==> src/rtl/map_ram_reader_if.sv <==
// Signal bundle between the map RAM reader and its surroundings.
//   line_start/line_y : display line prefetch trigger and pixel row
//   pixel_x           : current pixel column
//   rdaddr/rddata     : map RAM read port (row address, 160-bit row)
//   cell_code/valid   : per-pixel cell code to the tile renderer
//   query_*           : single-cell lookup req/ack port
//   busy              : reader is not idle
interface map_ram_reader_if;
  logic         line_start;
  logic [8:0]   line_y;
  logic [9:0]   pixel_x;
  logic [4:0]   rdaddr;
  logic [159:0] rddata;
  logic [3:0]   cell_code;
  logic         cell_valid;
  logic         query_req;
  logic [5:0]   query_x;
  logic [4:0]   query_y;
  logic         query_ack;
  logic [3:0]   query_data;
  logic         busy;

  // Reader side
  modport slave (
    input  line_start, line_y, pixel_x, rddata, query_req, query_x, query_y,
    output rdaddr, cell_code, cell_valid, query_ack, query_data, busy
  );

  // Environment side (video timing, RAM, requester)
  modport master (
    output line_start, line_y, pixel_x, rddata, query_req, query_x, query_y,
    input  rdaddr, cell_code, cell_valid, query_ack, query_data, busy
  );
endinterface

==> src/rtl/map_ram_reader.sv <==
// Read side of the 30x40 map RAM. Prefetches one map row per display line
// into a line buffer, streams per-pixel cell codes, and serves single-cell
// lookups through a req/ack port sharing the single RAM read port.
// Ports:
//   CLOCK_50 : system clock
//   reset    : asynchronous active-low reset
//   bus      : map_ram_reader_if.slave (display, RAM read port, query port)
module map_ram_reader #(
  parameter int unsigned ROWS       = 30,
  parameter int unsigned COLS       = 40,
  parameter int unsigned TILE_SHIFT = 4,
  parameter int unsigned H_ACTIVE   = 640
) (
  input logic              CLOCK_50,
  input logic              reset,
  map_ram_reader_if.slave  bus
);

  localparam int unsigned ROW_W  = 4 * COLS;
  localparam logic [4:0]  ROWS_L = 5'(ROWS);
  localparam logic [5:0]  COLS_L = 6'(COLS);
  localparam logic [9:0]  HACT_L = 10'(H_ACTIVE);

  typedef enum logic [2:0] {IDLE, D_ADDR, D_LATCH, Q_ADDR, Q_LATCH} state_t;

  state_t           state_q, state_d;
  logic [ROW_W-1:0] line_buf;
  logic [4:0]       line_row;
  logic             line_pend;
  logic [5:0]       q_x;

  logic [4:0] ls_row;
  logic       ls_valid, ls_drop, q_oor;
  logic       disp_go, qry_go, oor_ack, line_done, qry_done;

  // Cell 0 sits in the MSBs of a row
  function automatic logic [3:0] cell_of(input logic [ROW_W-1:0] row,
                                         input logic [5:0]       col);
    logic [5:0] rev;
    rev = COLS_L - 6'd1 - col;
    return row[{rev, 2'b00} +: 4];
  endfunction

  assign ls_row   = 5'(bus.line_y >> TILE_SHIFT);
  assign ls_valid = bus.line_start && (ls_row < ROWS_L);
  assign ls_drop  = bus.line_start && !(ls_row < ROWS_L);
  assign q_oor    = (bus.query_x >= COLS_L) || (bus.query_y >= ROWS_L);

  // Next state and strobes. A line_start arriving in IDLE counts as pending
  // so the display fetch wins over a simultaneous query. A query is not
  // accepted while an ack is showing, which keeps a still-high req from
  // being served twice.
  always_comb begin
    state_d   = state_q;
    disp_go   = 1'b0;
    qry_go    = 1'b0;
    oor_ack   = 1'b0;
    line_done = 1'b0;
    qry_done  = 1'b0;
    case (state_q)
      IDLE: begin
        if (ls_valid || line_pend) begin
          state_d = D_ADDR;
          disp_go = 1'b1;
        end else if (bus.query_req && !bus.query_ack) begin
          if (q_oor) begin
            oor_ack = 1'b1;
          end else begin
            state_d = Q_ADDR;
            qry_go  = 1'b1;
          end
        end
      end
      D_ADDR:  state_d = D_LATCH;
      D_LATCH: begin
        line_done = 1'b1;
        state_d   = IDLE;
      end
      Q_ADDR:  state_d = Q_LATCH;
      Q_LATCH: begin
        qry_done = 1'b1;
        state_d  = IDLE;
      end
      default: state_d = IDLE;
    endcase
  end

  // State, fetch bookkeeping and query outputs
  always_ff @(posedge CLOCK_50 or negedge reset) begin
    if (!reset) begin
      state_q        <= IDLE;
      line_buf       <= '0;
      line_row       <= '0;
      line_pend      <= 1'b0;
      q_x            <= '0;
      bus.rdaddr     <= '0;
      bus.query_ack  <= 1'b0;
      bus.query_data <= '0;
      bus.busy       <= 1'b0;
    end else begin
      state_q  <= state_d;
      bus.busy <= (state_d != IDLE);

      if (ls_valid) line_row <= ls_row;

      // Pending is consumed when the fetch is dispatched; a later line_start
      // re-arms it so a newer row is never lost behind an in-flight fetch.
      if (disp_go)       line_pend <= 1'b0;
      else if (ls_valid) line_pend <= 1'b1;

      if (disp_go)     bus.rdaddr <= ls_valid ? ls_row : line_row;
      else if (qry_go) bus.rdaddr <= bus.query_y;

      // Column is captured so a dropped req cannot corrupt the in-flight lookup
      if (qry_go) q_x <= bus.query_x;

      if (ls_drop)        line_buf <= '0;
      else if (line_done) line_buf <= bus.rddata;

      bus.query_ack <= oor_ack || qry_done;
      if (qry_done)     bus.query_data <= cell_of(bus.rddata, q_x);
      else if (oor_ack) bus.query_data <= '0;
    end
  end

  // Pixel path: cell under pixel_x, one cycle latency
  always_ff @(posedge CLOCK_50 or negedge reset) begin
    if (!reset) begin
      bus.cell_code  <= '0;
      bus.cell_valid <= 1'b0;
    end else if (bus.pixel_x < HACT_L) begin
      bus.cell_code  <= cell_of(line_buf, 6'(bus.pixel_x >> TILE_SHIFT));
      bus.cell_valid <= 1'b1;
    end else begin
      bus.cell_code  <= '0;
      bus.cell_valid <= 1'b0;
    end
  end

endmodule
==> src/flat_wrapper.sv <==
// flat-port wrapper written by rule: the top's interface ports become plain ports
module map_ram_reader_flat 
#(
  parameter int unsigned ROWS       = 30,
  parameter int unsigned COLS       = 40,
  parameter int unsigned TILE_SHIFT = 4,
  parameter int unsigned H_ACTIVE   = 640
)
  (CLOCK_50, reset, bus_line_start, bus_line_y, bus_pixel_x, bus_rddata, bus_query_req, bus_query_x, bus_query_y, bus_rdaddr, bus_cell_code, bus_cell_valid, bus_query_ack, bus_query_data, bus_busy);
  map_ram_reader_if bus_i ();
  input logic CLOCK_50;
  input logic reset;
  input wire logic [$bits(bus_i.line_start)-1:0] bus_line_start;
  input wire logic [$bits(bus_i.line_y)-1:0] bus_line_y;
  input wire logic [$bits(bus_i.pixel_x)-1:0] bus_pixel_x;
  input wire logic [$bits(bus_i.rddata)-1:0] bus_rddata;
  input wire logic [$bits(bus_i.query_req)-1:0] bus_query_req;
  input wire logic [$bits(bus_i.query_x)-1:0] bus_query_x;
  input wire logic [$bits(bus_i.query_y)-1:0] bus_query_y;
  output wire logic [$bits(bus_i.rdaddr)-1:0] bus_rdaddr;
  output wire logic [$bits(bus_i.cell_code)-1:0] bus_cell_code;
  output wire logic [$bits(bus_i.cell_valid)-1:0] bus_cell_valid;
  output wire logic [$bits(bus_i.query_ack)-1:0] bus_query_ack;
  output wire logic [$bits(bus_i.query_data)-1:0] bus_query_data;
  output wire logic [$bits(bus_i.busy)-1:0] bus_busy;
  assign bus_i.line_start = bus_line_start;
  assign bus_i.line_y = bus_line_y;
  assign bus_i.pixel_x = bus_pixel_x;
  assign bus_i.rddata = bus_rddata;
  assign bus_i.query_req = bus_query_req;
  assign bus_i.query_x = bus_query_x;
  assign bus_i.query_y = bus_query_y;
  assign bus_rdaddr = bus_i.rdaddr;
  assign bus_cell_code = bus_i.cell_code;
  assign bus_cell_valid = bus_i.cell_valid;
  assign bus_query_ack = bus_i.query_ack;
  assign bus_query_data = bus_i.query_data;
  assign bus_busy = bus_i.busy;
  map_ram_reader #(.ROWS(ROWS), .COLS(COLS), .TILE_SHIFT(TILE_SHIFT), .H_ACTIVE(H_ACTIVE)) u_core (.CLOCK_50(CLOCK_50), .reset(reset), .bus(bus_i));
endmodule
==> config.mk <==
export PLATFORM = sky130hd
export DESIGN_NAME = map_ram_reader_flat
export DESIGN_NICKNAME = d
export VERILOG_FILES = /design/src/rtl/map_ram_reader_if.sv /design/src/rtl/map_ram_reader.sv /design/src/flat_wrapper.sv
export SDC_FILE = /design/constraint.sdc
export NUM_CORES = 1
export LEC_CHECK = 0
export ABC_AREA = 1
export BUFFER_PORTS_ARGS = -buffer_cell sky130_fd_sc_hd__buf_2
export CAP_MARGIN = 5
export CORE_MARGIN = 8
export CORE_UTILIZATION = 35
export CTS_BUF_LIST = sky130_fd_sc_hd__clkbuf_8
export DETAILED_ROUTE_END_ITERATION = 8
export SETUP_SLACK_MARGIN = 0.1
export SLEW_MARGIN = 20
export SYNTH_ARGS = -nofsm -noshare
export SYNTH_HDL_FRONTEND = slang
export SYNTH_SLANG_ARGS = --single-unit
==> constraint.sdc <==
create_clock -name CLOCK_50 -period 4.4 [get_ports CLOCK_50]
set_input_delay 0.44 -clock CLOCK_50 [delete_from_list [all_inputs] [get_ports CLOCK_50]]
set_output_delay 0.44 -clock CLOCK_50 [all_outputs]
set_load 0.05 [all_outputs]
[Yosys cells after proc, flatten, opt, wreduce, memory -nomap -nowiden]
Cells that the tools add are included.
Word-level totals
  word-level logic and storage cells: 64
  flip-flop bits (word level): 191
Operators by class
  $add $sub $neg: 2
  muxes and demuxes: 27
  shift-type cells: 2
  $lt $le $gt $ge: 4
  equal/unequal tests: 4
  reductions and logical operators: 14
Operators with widths (number)
  2-to-1 mux 160 bit: 2
  indexed part select 160 x 9 -> 4 bit: 2
  2-to-1 mux 1 bit: 15
  2-to-1 mux 5 bit: 3
  2-to-1 mux 4 bit: 3
  subtractor 6 bit (first input constant): 2
  < comparator 10 bit (second input constant): 1
  2-to-1 mux 3 bit: 3
  case mux 3 bit (3 select lines): 1
  nonzero test 2 bit: 4
  equality test 3 x 2 -> 1 bit (second input constant): 2
  greater-or-equal comparator 6 bit (second input constant): 1
  greater-or-equal comparator 5 bit (second input constant): 1
  < comparator 5 bit (second input constant): 1
  equality test 3 x 1 -> 1 bit (second input constant): 1
  equality test 3 bit (second input constant): 1
  logical AND 1 bit: 3
  logical NOT 3 bit: 1
  logical OR 1 bit: 3
  nonzero test 3 bit: 1
  logical NOT 1 bit: 2

[Depth between registers and ports, before layout]
Gate-level depths: netlist of run 1.
  word-level depth: 8
  mapped depth: 13

[Worst setup path before layout of run 1]
Ideal clock, no wire load.
  path type: input -> register
  start: in bus_pixel_x[7]
  end: reg u_core.bus.cell_code[0]
  stages: 7
  library setup time: 0.077 ns
  data arrival time: 1.865 ns
  data required time: 4.323 ns
  slack: 2.457 ns
  path buffers: 1
  cell sequence: buf_2 clkinv_1 ha_1 nor3_1 o21ai_1 o21bai_1 a21oi_1
On the way
  longest elaborated chain between the ends: 3
RTL lines
  start: declaration: RTL line flat_wrapper.sv:15  | input wire logic [$bits(bus_i.pixel_x)-1:0] bus_pixel_x;
  subtractor 6 bit: RTL line map_ram_reader.sv:40  | rev = COLS_L - 6'd1 - col;
  indexed part select 160 x 9 -> 4 bit: RTL line map_ram_reader.sv:41  | return row[{rev, 2'b00} +: 4];
  2-to-1 mux 4 bit (*): RTL line map_ram_reader.sv:131  | end else if (bus.pixel_x < HACT_L) begin
  end signal: assignment: RTL line map_ram_reader.sv:132  | bus.cell_code <= cell_of(line_buf, 6'(bus.pixel_x >> TILE_SHIFT));
  end: declaration: RTL line map_ram_reader_if.sv:26  | output rdaddr, cell_code, cell_valid, query_ack, query_data, busy
Every way passes the cells marked *; elsewhere a longest branch is shown, timed or not.
A chain may end at the register's enable or synchronous reset.

[Final worst setup path of run 1]
  start: reg u_core.q_x[3]
  end: reg u_core.bus.query_data[3]
On the way
  longest elaborated chain between the ends: 3
RTL lines
  start: declaration: RTL line map_ram_reader.sv:30  | logic [5:0] q_x;
  start signal: assignment: RTL line map_ram_reader.sv:115  | if (qry_go) q_x <= bus.query_x;
  subtractor 6 bit: RTL line map_ram_reader.sv:40
  indexed part select 160 x 9 -> 4 bit: RTL line map_ram_reader.sv:41
  2-to-1 mux 4 bit: RTL line map_ram_reader.sv:121  | if (qry_done) bus.query_data <= cell_of(bus.rddata, q_x);
  end signal: assignment: RTL line map_ram_reader.sv:121
  end: declaration: RTL line map_ram_reader_if.sv:26
No other way between the ends.

==> metrics, run 1 <==
status finished, final reports clean; simple-gate share of the synthesized area 25.2%; Clock Power Share 16.0%; Critical Path Sink Type register; mux contribution to synthesized area 0%; initial antenna violation count 3; Reg power frac 37.5%; fraction of the mapped netlist area in compound gates 18.4%; Pleak about 6.4 nW; final-report hold violation count 0; # port buffers 201; CP startpoint u_core.q_x[3]; layout cells sized above 1 between 10% and 20%; Final GP Congestion ~0.8; core area 0.0312 mm^2; Final HPWL DP between 20000 and 30000 um; Setup Buffers After CTS 0; crit path kind register to register; top cell type's share of synthesized area 43.5%; Reg clk slew, reported paths 0.11 ns; CTS Buf Count 17; RSZ-0062 raised after global routing no; Final TNS setup 0 ns; router iterations before antenna repair 5; routed len/inst 18.4 um; ranking of synthesized cells by area dfrtp_1, nand2_1, nand3_1, o21ai_0, a21oi_1; Setup Skew about 0.020 ns; largest family of logic cells by synthesized area simple AND/OR/NAND/NOR gates; CTS Sinks 191; hold slack 0.178 ns; Vias/cell 5.16; Int Power 4.50 mW; standard-cell rows 65; Switching Fraction 45.3%; via count roughly 11000; Filler Cell Count roughly 3400; max-slew violations 0; chip width 193 um; remaining routing DRC violations 0; most frequent cells in the layout nand2_1, nand3_1, buf_2, o21ai_0, dfrtp_1; Detailed Route Iter0 Violations 916; final WL between 30000 and 40000 um; CTS Buffer Depth 2; Avg Inst Size Synth 7.20 um^2; first-pass GRT wire length 58300 um; Tmin final 2.28 ns; nets 1848; post-route ant nets 0; I/O pin count 210; library cells used by synthesis 31; arrival time at the worst endpoint 2.71 ns; Fmax between 0.4 and 0.5 GHz; combinational share of power 46.5%; die span in y 193 um; Root Buffer clkbuf_8; Syn Nets 1723; peak supply drop 0.000287 V; Yosys reg bits 191; DIE AREA 0.0373 mm^2; slew margin rel. around 34%; Yosys top cell by area dfrtp_1; most common cell after layout, fill and taps aside nand2_1; hold_buf cts 1; Worst Setup Start Kind register; sequential share of the synthesized area 43.5%; vias in the first global route 10400; Critical Path RT 4.83 ns; P&R area growth vs syn 13.4%; Skew-Pair Late Insertion Delay 0.48 ns; CP Capture Point u_core.bus.query_data[3]; Worst-Margin Slew 0.988 ns; PostCTS Resize Cnt 0; Synth Instances 1527; PwrDens 660 mW/mm^2; All-Layer GR Usage 20.3%; synth warn 0; reg2reg path depth 7; RR Endpoint u_core.bus.query_data[3]; xor/xnor share of the synthesized area 0.159%; mapped cell area 0.0110 mm^2; worst r2r src u_core.q_x[3]; Crit Path Max Fanout 10; Min-Delay Path Class primary input to register; final setup vio count 0; initial core utilization 35.2%; P_sw approximately 3.7 mW; CTS tree done; R2R setup slack approximately 2.1 ns; total grt overflow 0; H-tree Lvls 4; # Max-Cap Violations 0; Final period util 51.9%; largest net degree at the start of global routing 189; adder-cell share of the synthesized area 0.228%
## state kept, by name (all words and copies together), names as in the netlist, 3 cells and up
signal / flops
u_core.bus.query_data: 4
u_core.state_q: 3
u_core.bus.rdaddr: 5
u_core.bus.cell_code: 4
u_core.line_buf: 160
u_core.line_row: 5
u_core.q_x: 6
## stage by stage
stage	cells	cell area, um^2	power, mW	utilization, %	worst slack [ns]
2_1_floorplan	1527	11000	5.87	-	2.46
3_3_place_gp	2034	12000	6.87	38.5	1.95
3_5_place_dp	2034	12000	6.94	38.5	1.88
4_1_cts	2067	12500	8.29	39.9	2.05
5_1_grt	2068	12500	8.93	39.9	1.85
6_report	2068	12500	8.22	39.9	2.12
## area by class of cell
cell class | count | area (um^2) | share of cell area (%)
multi-input cells | 1037 | 4830 | 38.8
well taps | 402 | 503 | 4.04
repair buffers | 220 | 1200 | 9.61
inverters | 185 | 707 | 5.67
clock inverters | 14 | 190 | 1.53
flip-flops and latches | 191 | 4780 | 38.4
diodes | 1 | 2.50 | 0.0201
clock buffers | 18 | 248 | 1.99
## logic make-up after synthesis
group | Yosys count
adder cells (fa/ha/maj) | 2
AO/OA/AOI/OAI | 396
buffers and inverters | 299
flip-flops | 191
XOR/XNOR | 2
AND/OR/NAND/NOR | 637
## power groups by stage
stage / Clock [mW] / Combinational, mW / Sequential (mW)
after detailed placement: 0 / 3.84 / 3.10
after global routing: 1.42 / 4.33 / 3.18
final: 1.32 / 3.82 / 3.08
after CTS: 1.36 / 3.86 / 3.07
after floorplan: 0 / 2.74 / 3.13
after global placement: 0 / 3.79 / 3.08
## how the worst min path moves through the flow
stage / slack, ns / depth (start not counted) / start / to
after detailed placement: 0.33 / 1 / reset / u_core.line_buf[13]
after CTS: 0.14 / 3 / bus_query_x[5] / u_core.q_x[5]
after global routing: 0.16 / 3 / bus_rddata[85] / u_core.line_buf[85]
after global placement: 0.33 / 1 / reset / u_core.line_buf[13]
final: 0.18 / 3 / bus_query_x[5] / u_core.q_x[5]
after floorplan: 0.14 / 0 / reset / u_core.bus.busy
## cell usage after synthesis (all sizes together)
cell and instances:
o22ai 7, nand3 244, inv 183, clkinv 2, buf 81, o221ai 6
xnor2 2, nand2 357, dfrtp 191, o21bai 1, nor3 3, clkbuf 33
nor2 30, a21oi 181, o21ai 201, ha 2, nand4 3
## critical path, cell delays in order, from the launching register on
cell      delay, ns
dfrtp_1        0.54
clkinv_1       0.32
ha_1           0.46
nor3_1         0.53
nand3_1        0.18
nand2_1        0.10
nand2_1        0.05
nand2_1        0.06
## layer usage
| metal | share of wire (%) | vias up | routed length (um) | global-route usage, % |
|---|---|---|---|---|
| li1 | - | 5236 | - | - |
| met4 | 1.9 | 4 | 739 | 6.51 |
| met1 | 45 | 5044 | 17300 | 27.2 |
| met5 | 0.068 | - | 26 | 0 |
| met3 | 5.6 | 47 | 2120 | 3.40 |
| met2 | 47 | 341 | 18000 | 33.0 |
Power figures use the tool's default switching activity.
==> run 2, diff against run 1 <==
--- a/config.mk
+++ b/config.mk
@@ -5,7 +5,7 @@
 export SDC_FILE = /design/constraint.sdc
 export NUM_CORES = 1
 export LEC_CHECK = 0
-export ABC_AREA = 1
+export ABC_AREA = 0
 export BUFFER_PORTS_ARGS = -buffer_cell sky130_fd_sc_hd__buf_2
 export CAP_MARGIN = 5
 export CORE_MARGIN = 8
==> constraint.sdc (replaced) <==
create_clock -name CLOCK_50 -period 2 [get_ports CLOCK_50]
set_input_delay 0.2 -clock CLOCK_50 [delete_from_list [all_inputs] [get_ports CLOCK_50]]
set_output_delay 0.2 -clock CLOCK_50 [all_outputs]
set_load 0.05 [all_outputs]
==> run 2 against run 1 <==
- the flow now finishes with violations (negative setup slack)
- flip-flop and latch count did not move
- clock-buffer cell count increased by 1
- worst hold slack lost 0.16 ns
- total power increased by 120%
- maximum frequency grew 11%
- cell count down 14%
- register-to-register slack worse by 2.2 ns
- global-route usage is 0.90 points higher
- non-clock buffer count increased by 228
- area after synthesis down 7.7%
- largest cell class unchanged
==> metrics, run 2 <==
largest registers u_core.line_buf (160), u_core.q_x (6); Yosys top cell by area dfrtp_1; final WL 36400 um (-4.5%); pre-CTS setup slack -0.166 ns (-2.05 ns); Final GP Congestion 0.882 (+9.2%); Min-Delay Path Class primary input to register; Detailed Route Iter0 Violations 793 (-13%); RR Endpoint u_core.bus.query_data[3]; Reg clk slew, reported paths 0.11 ns (about the same); max-slew violations 0 (unchanged); Hold Startpoint bus_pixel_x[9]; hold path endpoint u_core.bus.cell_valid; Main synth FF type dfrtp_1; Largest Register u_core.line_buf; Yosys reg bits 191 (unchanged); most common library cells after synthesis nand2_1, dfrtp_1, a21oi_1, mux4_2, clkbuf_1; peak supply drop 0.000589 V (+110%); crit path kind register to register; total grt overflow 0 (unchanged); Skew-Pair Late Insertion Delay 0.48 ns (about the same); fraction of the mapped netlist area in compound gates 11.6% (-6.7 points); CTS Buffer Depth 2 (unchanged); number of enable flip-flop cells after synthesis 0 (unchanged); adder-cell share of the synthesized area 0.247% (+0.019 points); I/O pin count 210 (unchanged); max reg flops 160 (unchanged); ranking of synthesized cells by area dfrtp_1, mux4_2, nand2_1, a21oi_1, mux4_1; Critical Path Sink Type register; Final period util 103% (+51 points); initial core utilization 35.4% (+0.24 points); Cells on Worst Hold Path 2 (-1); Final HPWL DP 26000 um (+2.9%); sequential share of the synthesized area 47.1% (+3.6 points); # port buffers 201 (unchanged); final instance area 0.0144 mm^2 (+15%); CTS tree done; reg2reg path depth 5 (-2); DIE AREA 0.0347 mm^2 (-7.1%); status finished with violations; arrival time at the worst endpoint 2.40 ns (-0.31 ns); Avg Inst Size Synth 10.2 um^2 (+42%); largest net degree at the start of global routing 58 (-69%); xor/xnor share of the synthesized area 0.0864% (-0.073 points); top cell type's share of synthesized area 47.1% (+3.6 points); P&R area growth vs syn 41.7%; H-tree Lvls 4 (unchanged); via count 9390 (-12%); Crit Path Max Fanout 8 (-2); All-Layer GR Usage 21.2% (+0.90 points); FFs w/ async S/R, synth 100% (unchanged); initial antenna violation count 0 (-3); first-pass GRT wire length 55800 um (-4.2%); slew margin rel. 56.3% (+22 points); top-count cell post-synth nand2_1; Syn Nets 1189 (-31%); core area 0.0286 mm^2 (-8.3%); failing checks negative setup slack; routed len/inst 20.5 um (+11%); simple-gate share of the synthesized area 15.0% (-10 points); mapped cell area 0.0101 mm^2 (-7.7%); Synth Instances 993 (-35%); PwrDens 1280 mW/mm^2 (+94%); standard-cell rows 62 (-4.6%); Cell Chain, Critical Path buf_12, mux4_2, mux4_2, o211ai_1, o211ai_1; # Max-Cap Violations 0 (unchanged); Critical Path RT 2.34 ns (-2.49 ns); Fmax 0.485 GHz (+11%); nets 1578 (-15%); vias in the first global route 9816 (-5.6%); Setup Skew 0.0189 ns (-0.00161 ns); Vias/cell 5.28 (+2.3%); final setup vio count 3 (+3); router iterations before antenna repair 5 (unchanged); die span in y 186 um (-3.6%); library cells used by synthesis 49 (+58%); CTS Buf Count 17 (unchanged); Worst-Margin Slew 0.656 ns (-0.332 ns); most frequent cells in the layout nand2_1, buf_2, dfrtp_1, dlygate4sd3_1, a21oi_1; worst r2r src u_core.q_x[1]; ANT cells 0 (-1); Worst Slack Setup Final -0.0615 ns (-2.18 ns); final-report hold violation count 0 (unchanged); post-route ant nets 0 (unchanged); Worst path max stage delay 0.52 ns (-0.02 ns); critical path's slowest cell mux4_2; DP Area 0.0121 mm^2 (+0.67%); Pleak 6.42 nW (+0.49%); Stages on worst setup path 5 (-2); largest family of logic cells by synthesized area multiplexers; Worst Path Buf+Inv 1 (unchanged); layout cells sized above 1 29.5% (+13 points); CTS Sinks 191 (unchanged); Tmin final 2.06 ns (-0.221 ns); remaining routing DRC violations 0 (unchanged); R2R setup slack -0.06 ns (-2.18 ns); chip width 186 um (-3.6%); CP top delay family multiplexers; most common cell after layout, fill and taps aside nand2_1; Root Buffer clkbuf_8; Worst Setup Start Kind register; RSZ-0062 raised after global routing yes; mux contribution to synthesized area 22.0% (+22 points); synth warn 0 (unchanged)
-- run 2: worst max path at each step --
stage                              start                        to
after floorplan            u_core.q_x[1]  u_core.bus.query_data[3]
after global placement    bus_pixel_x[4]   u_core.bus.cell_code[2]
after detailed placement   u_core.q_x[1]  u_core.bus.query_data[3]
after CTS                  u_core.q_x[1]  u_core.bus.query_data[3]
after global routing       u_core.q_x[1]  u_core.bus.query_data[3]
final                      u_core.q_x[1]  u_core.bus.query_data[3]
-- run 2: timing repair --
action | 4_1_cts | 5_1_grt
hold endpoints to repair | 213 | 1
pin swaps | 7 | 5
setup endpoints to repair | 6 | 14
resized for setup | 22 | 6
buffers inserted | 5 | 0
hold buffers | 170 | 1
-- run 2: cells by family after synthesis --
group	after synthesis
xor+xnor	1
flops	191
compound gates	211
simple gates	385
mux	115
fa+ha+maj	2
buf+inv	88
-- run 2: per-layer routing --
layer | GRT usage (%) | wire (um)
met2 | 34.1 | 17500
met3 | 5.34 | 2870
met5 | 0 | 0
met4 | 6.45 | 880
met1 | 27.9 | 15100
-- run 2: area by class of cell --
cell class / count / area, um^2
clock inverters: 13 / 140
repair buffers: 448 / 3640
multi-input cells: 714 / 5030
well taps: 384 / 480
flip-flops and latches: 191 / 4780
fillers: 2560 / 14300
clock buffers: 19 / 262
inverters: 10 / 38.8
-- run 2: metrics by stage --
stage          hold WS (ns)  util (%)  instances  setup TNS, ns  power (mW)
2_1_floorplan       -0.0956         -        993              0        12.1
3_5_place_dp          0.194      42.2       1571         -0.891        15.1
4_1_cts            0.000199      50.1       1778         -0.170        18.3
5_1_grt             0.00895      50.2       1779         -0.365        19.6
3_3_place_gp          0.192      42.2       1571         -0.572        14.9
6_report             0.0159      50.2       1779         -0.111        18.4
-- run 2: power breakdown --
group | internal [mW] | switching (mW) | leakage [nW] | total [mW]
clock | 1.18 | 1.47 | 0.199 | 2.65
sequential | 5.58 | 0.976 | 2.38 | 6.56
combinational | 4.45 | 4.70 | 3.84 | 9.16
==> run 3, diff against run 2 <==
--- a/config.mk
+++ b/config.mk
@@ -13,6 +13,7 @@
 export CTS_BUF_LIST = sky130_fd_sc_hd__clkbuf_8
 export DETAILED_ROUTE_END_ITERATION = 8
 export SETUP_SLACK_MARGIN = 0.1
+export SKIP_LAST_GASP = 1
 export SLEW_MARGIN = 20
 export SYNTH_ARGS = -nofsm -noshare
 export SYNTH_HDL_FRONTEND = slang
==> constraint.sdc (replaced) <==
create_clock -name CLOCK_50 -period 1.69 [get_ports CLOCK_50]
set_input_delay 0.169 -clock CLOCK_50 [delete_from_list [all_inputs] [get_ports CLOCK_50]]
set_output_delay 0.169 -clock CLOCK_50 [all_outputs]
set_load 0.05 [all_outputs]
==> run 3 against run 2 <==
- highest routed layer unchanged
- sequential power rose by 22%
- die area did not move
- clock-buffer cell count did not move
- utilization rose by 4.4 points
- first-iteration DRC count fell by 0.76%
- routed wire length rose by 12%
- global-route usage rose by 0.84 points
- critical path type unchanged
- register-to-register slack got worse by 0.33 ns
- combinational power rose by 45%
- clock skew fell by 0.0072 ns
- the run still ends with negative setup slack left
==> metrics, run 3 (synthesis gave the netlist of run 2 again) <==
initial core utilization 35.4% (unchanged); Worst path max stage delay 0.45 ns (-0.07 ns); final WL 40900 um (+12%); Setup Skew 0.0116 ns (-0.00723 ns); Largest Register u_core.line_buf; combinational share of power 54.8% (+4.9 points); crit path kind register to register; Final HPWL DP 26800 um (+3.3%); R2R setup slack -0.39 ns (-0.33 ns); router iterations before antenna repair 5 (unchanged); status finished with violations; DP Area 0.0124 mm^2 (+2.2%); All-Layer GR Usage 22.0% (+0.84 points); core area 0.0286 mm^2 (unchanged); DIE AREA 0.0347 mm^2 (unchanged); remaining routing DRC violations 0 (unchanged); Tmin final 2.08 ns (+0.0228 ns); initial antenna violation count 1 (+1); I/O pin count 210 (unchanged); final setup vio count 12 (+9); # Max-Cap Violations 0 (unchanged); slew margin rel. 66.3% (+10 points); Post-Place Cells 1596 (+1.6%); arrival time at the worst endpoint 2.43 ns (+0.03 ns); Cell Chain, Critical Path buf_4, buf_12, buf_12, mux4_2, mux2_4, a22oi_2, o311a_1, o221ai_1; Vias/cell 5.51 (+4.3%); Reg power frac 33.0% (-2.7 points); layout cells sized above 1 37.1% (+7.6 points); largest registers u_core.line_buf (160), u_core.q_x (6); final-report hold violation count 0 (unchanged); standard-cell rows 62 (unchanged); max reg flops 160 (unchanged); Worst Slack Setup Final -0.394 ns (-0.333 ns); PwrDens 1560 mW/mm^2 (+22%); largest net degree at the start of global routing 49 (-16%); Fmax 0.480 GHz (-1.1%); CP most frequent cell buf_12; RSZ-0062 raised after global routing yes; peak supply drop 0.000641 V (+8.8%); CTS tree done; first-pass GRT wire length 58200 um (+4.3%); Skew-Pair Late Insertion Delay 0.48 ns (about the same); fin cells 1849 (+3.9%); Switching Fraction 40.0% (+1.0 points); via count 10200 (+8.4%); Cells on Worst Hold Path 3 (+1); chip width 186 um (unchanged); post-route ant nets 0 (unchanged); Filler Cell Count 2394 (-6.5%); H-tree Lvls 4 (unchanged); Final period util 123% (+20 points); critical path's slowest cell dfrtp_2; Reg clk slew, reported paths 0.10 ns (about the same); Clock Power Share 12.2% (-2.2 points); Critical Path RT 2.03 ns (-0.31 ns); Power, Total 24.3 mW (+33%); vias in the first global route 10100 (+3.4%); reg2reg path depth 8 (+3); total grt overflow 0 (unchanged); die span in y 186 um (unchanged); Final GP Congestion 0.887 (+0.59%); P_sw 9.73 mW (+36%); Detailed Route Iter0 Violations 787 (-0.76%); nets 1645 (+4.2%); most frequent cells in the layout nand2_1, buf_2, dfrtp_1, dlygate4sd3_1, a21oi_1; Min-Delay Path Class primary input to register; CTS Buf Count 17 (unchanged); max-slew violations 0 (unchanged); routed len/inst 22.1 um (+8.1%); Worst Setup Start Kind register; Root Buffer clkbuf_8; CTS Sinks 191 (unchanged); Hold Startpoint bus_line_start; P&R area growth vs syn 54.2%; worst r2r src u_core.q_x[1]; failing checks negative setup slack; Worst-Margin Slew 0.506 ns (-0.150 ns); Int Power 14.6 mW (+30%); Crit Path Max Fanout 6 (-2); hold path endpoint u_core.line_pend; most common cell after layout, fill and taps aside nand2_1; RR Endpoint u_core.bus.query_data[0]; CTS Buffer Depth 2 (unchanged); # port buffers 201 (unchanged); Critical Path Sink Type register; Pleak 7.07 nW (+10%); final instance area 0.0156 mm^2 (+8.8%)
==> run 3: cell types whose count changed in the layout (fill, tap and decap cells not counted), moves of 4 or more <==
| cell | delta |
|---|---|
| a2111oi_0 | -4 |
| a21oi_1 | -32 |
| a21oi_2 | +32 |
| buf_12 | -5 |
| buf_16 | +8 |
| buf_4 | +31 |
| buf_6 | +12 |
| clkbuf_16 | +14 |
| dlygate4sd3_1 | +8 |
| nand2_1 | -27 |
| nand2_4 | +24 |
==> run 3: final cells by class <==
cell class	count	area, um^2	area share (%)
Clock inverter	13	115	0.736
Inverter	10	38.8	0.248
Clock buffer	19	262	1.67
Timing Repair Buffer	515	4540	29.0
Tap cell	384	480	3.07
Multi-Input combinational cell	714	5410	34.6
Sequential cell	191	4780	30.6
Antenna cell	3	7.51	0.0480
==> run 3: what timing repair did <==
item | CTS | global route
hold buffers | 179 | 0
gates resized for setup | 20 | 119
setup endpoints to repair | 8 | 97
gates cloned | 1 | 20
pin swaps | 8 | 63
setup buffers | 7 | 11
hold endpoints to repair | 218 | 0
==> run 3: critical path, delay by kind of cell (launching register included) <==
kind | cells | cell delay [ns]
mux | 2 | 0.58
compound gates | 3 | 0.51
flops | 1 | 0.45
buf+inv | 3 | 0.42
==> run 3: worst max-delay path by stage <==
stage / start / to / slack (ns) / depth (start not counted)
floorplan: u_core.q_x[1] / u_core.bus.query_data[3] / -0.23 / 6
global placement: u_core.q_x[1] / u_core.bus.query_data[2] / -0.36 / 5
detailed placement: u_core.q_x[1] / u_core.bus.query_data[2] / -0.40 / 5
CTS: u_core.q_x[1] / u_core.bus.query_data[0] / -0.40 / 8
global route: u_core.q_x[1] / u_core.bus.query_data[2] / -0.46 / 6
finish: u_core.q_x[1] / u_core.bus.query_data[0] / -0.39 / 8
==> run 3: per-stage QoR <==
stage,util [%],worst slack [ns],setup TNS [ns],hold slack (ns)
CTS,51.3,-0.401,-1.65,0.0352
floorplan,-,-0.225,-0.832,-0.127
global route,54.6,-0.463,-3.77,0.0419
global placement,43.2,-0.360,-2.73,0.178
finish,54.6,-0.394,-1.72,0.0663
detailed placement,43.2,-0.398,-2.92,0.178
==> run 3: per-layer routing <==
metal | part of all wire [%] | global-route usage [%] | up-vias | wire, um
li1 | - | - | 4430 | -
met1 | 39 | 29.1 | 5078 | 16000
met2 | 49 | 36.3 | 584 | 20100
met3 | 8.6 | 4.84 | 89 | 3500
met4 | 2.9 | 5.72 | 0 | 1200
met5 | 0 | 0 | - | 0
==> run 3: power groups by stage <==
stage          clock network [mW]  registers [mW]  logic [mW]
2_1_floorplan                   0            7.89        6.54
3_3_place_gp                    0            7.99        10.2
6_report                     2.98            8.02        13.3
4_1_cts                      3.02            7.92        11.1
3_5_place_dp                    0            8.00        10.4
5_1_grt                      3.22            8.16        14.2
